--- config.mk ---
export PLATFORM = sky130hd
export DESIGN_NAME = argmax_unit
export DESIGN_NICKNAME = d
export VERILOG_FILES = /design/src/rtl/nn_pkg.sv /design/src/rtl/argmax_unit.sv
export SDC_FILE = /design/constraint.sdc
export NUM_CORES = 1
export LEC_CHECK = 0
export ABC_AREA = 1
export BUFFER_PORTS_ARGS = -buffer_cell sky130_fd_sc_hd__buf_4
export CORE_MARGIN = 2
export CORE_UTILIZATION = 32
export CTS_BUF_LIST = sky130_fd_sc_hd__clkbuf_8
export DETAILED_ROUTE_END_ITERATION = 10
export PLACE_DENSITY = 0.57
export SYNTH_ARGS = -nofsm -noshare
export SYNTH_HDL_FRONTEND = slang
export SYNTH_SLANG_ARGS = --single-unit
export TNS_END_PERCENT = 5
--- constraint.sdc ---
create_clock -name clock -period 26.4 [get_ports clock]
set_input_delay 6.6 -clock clock [delete_from_list [all_inputs] [get_ports clock]]
set_output_delay 6.6 -clock clock [all_outputs]
set_load 0.005 [all_outputs]
--- src/rtl/nn_pkg.sv ---
// Shared neural-network types and constants.
// Used by the argmax stage and its neighbours.
package nn_pkg;

  localparam int NN_DATA_WIDTH = 32;

  typedef enum logic [1:0] {
    ST_IDLE,
    ST_SCAN,
    ST_DONE
  } argmax_state_e;

  typedef enum logic [1:0] {
    ACT_NONE,
    ACT_RELU,
    ACT_SIGMOID,
    ACT_TANH
  } activation_type_e;

  function automatic int clog2_min1(input int n);
    return (n <= 1) ? 1 : $clog2(n);
  endfunction

endpackage

--- src/rtl/argmax_unit.sv ---
// Sequential argmax over a captured signed score vector.
// One comparator walks the vector one element per cycle.
module argmax_unit
  import nn_pkg::*;
#(
  parameter int DATA_WIDTH = NN_DATA_WIDTH,
  parameter int NUM_INPUTS = 16
) (
  input  logic clock,
  input  logic reset,
  input  logic inputs_ready,
  input  logic [NUM_INPUTS-1:0][DATA_WIDTH-1:0] inputs,
  input  logic result_ready,
  output logic [clog2_min1(NUM_INPUTS)-1:0] index,
  output logic signed [DATA_WIDTH-1:0] max_value,
  output logic result_valid,
  output logic busy
);

  localparam int IW = clog2_min1(NUM_INPUTS);
  localparam int DEPTH = 2 ** IW;
  localparam logic [IW-1:0] LAST = IW'(NUM_INPUTS - 1);

  argmax_state_e state_q, state_d;
  logic [DEPTH-1:0][DATA_WIDTH-1:0] captured_q, captured_d;
  logic signed [DATA_WIDTH-1:0] best_value_q, best_value_d;
  logic [IW-1:0] best_index_q, best_index_d;
  logic [IW-1:0] count_q, count_d;
  logic load;

  always_comb begin
    state_d      = state_q;
    captured_d   = captured_q;
    best_value_d = best_value_q;
    best_index_d = best_index_q;
    count_d      = count_q;
    load         = 1'b0;

    unique case (state_q)
      ST_IDLE: begin
        load = inputs_ready;
      end
      ST_SCAN: begin
        // strict compare keeps the lowest index on ties
        if ($signed(captured_q[count_q]) > best_value_q) begin
          best_value_d = $signed(captured_q[count_q]);
          best_index_d = count_q;
        end
        if (count_q == LAST) state_d = ST_DONE;
        else count_d = count_q + IW'(1);
      end
      ST_DONE: begin
        if (result_ready) begin
          load    = inputs_ready;
          state_d = ST_IDLE;
        end
      end
      default: state_d = ST_IDLE;
    endcase

    if (load) begin
      captured_d = '0;
      for (int i = 0; i < NUM_INPUTS; i++) begin
        captured_d[i] = inputs[i];
      end
      best_value_d = $signed(inputs[0]);
      best_index_d = '0;
      count_d      = IW'(1);
      state_d      = (NUM_INPUTS == 1) ? ST_DONE : ST_SCAN;
    end
  end

  always_ff @(posedge clock) begin
    if (!reset) begin
      state_q      <= ST_IDLE;
      best_value_q <= '0;
      best_index_q <= '0;
      count_q      <= '0;
    end else begin
      state_q      <= state_d;
      best_value_q <= best_value_d;
      best_index_q <= best_index_d;
      count_q      <= count_d;
    end
  end

  always_ff @(posedge clock) begin
    captured_q <= captured_d;
  end

  assign index        = best_index_q;
  assign max_value    = best_value_q;
  assign result_valid = (state_q == ST_DONE);
  assign busy         = (state_q != ST_IDLE);

endmodule
==> impl_metrics.toml <==
[synthesis]
ys.warnings.count = 0
synth_top_area_cell = "edfxtp_1"
yosysSeqAreaShare_pct = 71.35
synth_cell_types = 37
syn_area_per_cell_um2 = 12.15
syn-num-nets = 2419
syn_area_um2 = 22730
synth_common_cells = "edfxtp_1, nor2_1, o21ai_0"
async_flop_share_pct = 0
yosysMostFrequentCell = "edfxtp_1"
synth_ff_type = "edfxtp_1"
synth_top_area_share_pct = 67.65
synth_area_leaders = "edfxtp_1, nor2_1, o21ai_0"
netlist_instances = 1870
ys_ff_latch = 554
synth-edff-count = 512

[cells_and_area]
post-route-util_pct = 42.07
multi_input_area_um2 = 5723
nets = 2975
fillerInstances = 6827
area_growth_pct = 29.85
fin_area_um2 = 29510
seqCellArea_um2 = 16220
drive_gt1_share_pct = 28.89

[worst_setup_path]
crit_arrival_ns = 9.94
crit_path_end_kind = "flop"
worstSetupStartpointType = "input pin"
critPathRequiredTime_ns = 26.69
path_class = "input pin to flop"
r2r-start = "count_q[0]"
crit_start = "inputs_ready"
critPathMaxFanout = 153

[status]
outcome = "finished, final reports clean"

[power]
peakVddDrop_mv = 0.03860
total_power_uw = 2095
combPwrFrac_pct = 14.3
cellInternalPower_uw = 1542
swShare_pct = 26.38
leakagePower_uw = 0.01160
p_per_area_nw_per_um2 = 70.99
power_frac_seq_pct = 50.2
clkPwrFrac_pct = 35.5
p_sw_uw = 552.7

[floorplanning]
dieArea_um2 = 73170
std_cell_rows = 97
io_pins = 554
die_x_um = 270.5
die_y_um = 270.5
start_util_pct = 32.40
core_um2 = 70150

[sta]
tightestPinTransition_ns = 1.101
fin_setup_tns_ns = 0
fmax_mhz = 103.7
slew_headroom_pct = 26.35
period_needed_ns = 9.647
fin_crit_sh_pct = 36.54
hold-worst-slack_ns = 0.5047
hold_viol = 0
finalClockSkew_ns = 0.03909
setup-violations-final = 0
grt_setup_unrepaired = "no"
slew_violations = 0

[clock_network]
cts_tree = "built"
clock_latency_ns = 0.70
cts-root-buf = "clkbuf_8"
clkTransAtPathRegs_ns = 0.06
cts_buffers = 97
hold_buffers = 0
clock-sinks = 554
cts.path.max_buffers = 3
cts_resized = 0
post_cts_buffers = 0
cts-htree-levels = 3

[placed_design]
dpl_cell_area_um2 = 27670
gp_congestion = 0.8428
dp_hpwl_um = 53530
portBuffers = 553

[grt]
met3_usage_pct = 6.044
grt_pass1_wl_um = 109800
grtUsageTotal_pct = 20.20
grt_use_met2_pct = 32.90
top_usage_layer = "met2"
overflow = 0
grt_max_degree = 154
met1_usage_pct = 26.00
grt_pass1_vias = 17063
antenna_found_initial = 13

[flow_run]
drv_cap = 0

[drt]
vias_per_cell = 4.874
finalWirelength_um = 75830
drc = 0
vias = 16797
dr.pass1.iters = 5
drtIter0Drc = 1332
ant_nets = 0
wl_per_cell_um = 22.01

[min_path]
min_path_type = "flop to flop"
min_from = "max_value[14]"
==> layer usage <==
layer,part of all wire (%),vias up,wire [um]
met5,0.036,-,27
met2,48,601,36770
met4,2.2,4,1661
met3,7.6,103,5796
li1,-,7862,-
met1,42,8227,31570
==> layout make-up <==
type                       count  area share, %
sequential                   554          54.97
timing repair buffer         573          14.62
clock inverter                65          1.297
antenna                       10        0.08479
inverter                      61         0.8013
tap                          940          3.985
multi-input combinational   1139          19.39
clock buffer                 104          4.850
==> placed cells by master, fill, tap and decap left out, drive strengths merged, types with 2 or more instances in the layout <==
cell type,netlist,final
buf,51,573
edfxtp,512,512
nor2,392,392
o21ai,266,266
nand2,186,186
inv,59,105
clkbuf,65,104
nand3,75,75
o22ai,65,65
o211ai,52,52
dfxtp,42,42
ha,33,33
mux2i,24,24
a21oi,21,21
clkinv,2,16
o221ai,11,11
diode,0,10
bufinv,0,3
a21o,2,2
and3,2,2
clkinvlp,0,2
==> sequential cells by signal (all words and copies together), names as in the netlist <==
| register | count |
|---|---|
| index | 4 |
| count_q | 4 |
| captured_q | 512 |
| max_value | 32 |
| state_q | 2 |
==> power groups by stage <==
stage	Combinational [uW]	Clock (uW)	Sequential (uW)
2_1_floorplan	158	0	1080
3_3_place_gp	297	0	1070
3_5_place_dp	301	0	1070
4_1_cts	303	767	1050
5_1_grt	334	801	1060
6_report	299	745	1050
==> logic make-up (layout without fill, tap and decap cells) <==
logic type	Yosys count	after routing	synth area share, %
AOI/OAI and AO/OA	422	422	10.49
xor gates and xnor gates	1	1	0.03854
adders and majority gates	33	33	1.817
buffers and inverters	177	803	3.534
DFF	554	554	71.35
muxes	24	24	1.057
other	0	10	0
and+or+nand+nor	659	659	11.72
==> path summary, 6_finish.rpt <==
check / to / slack (ns) / cells past startpoint
setup / recovery: captured_q[506] / 16.75 / 6
hold / removal: max_value[14] / 0.50 / 2
setup reg to reg: max_value[10] / 19.65 / 22
hold reg to reg: max_value[14] / 0.50 / 2
==> through the flow <==
step           setup slack (ns)  instances
3_3_place_gp              16.17       3267
6_report                  16.75       3446
2_1_floorplan             12.65       1870
3_5_place_dp              16.07       3267
4_1_cts                   16.84       3436
5_1_grt                   16.58       3446
==> worst max-delay path, stage by stage <==
cell    delay [ns]
buf_4         0.08
inv_1         0.05
nor3_4        0.48
buf_12        0.64
buf_4         0.85
buf_4         0.93
Power figures use the tool's default switching activity.
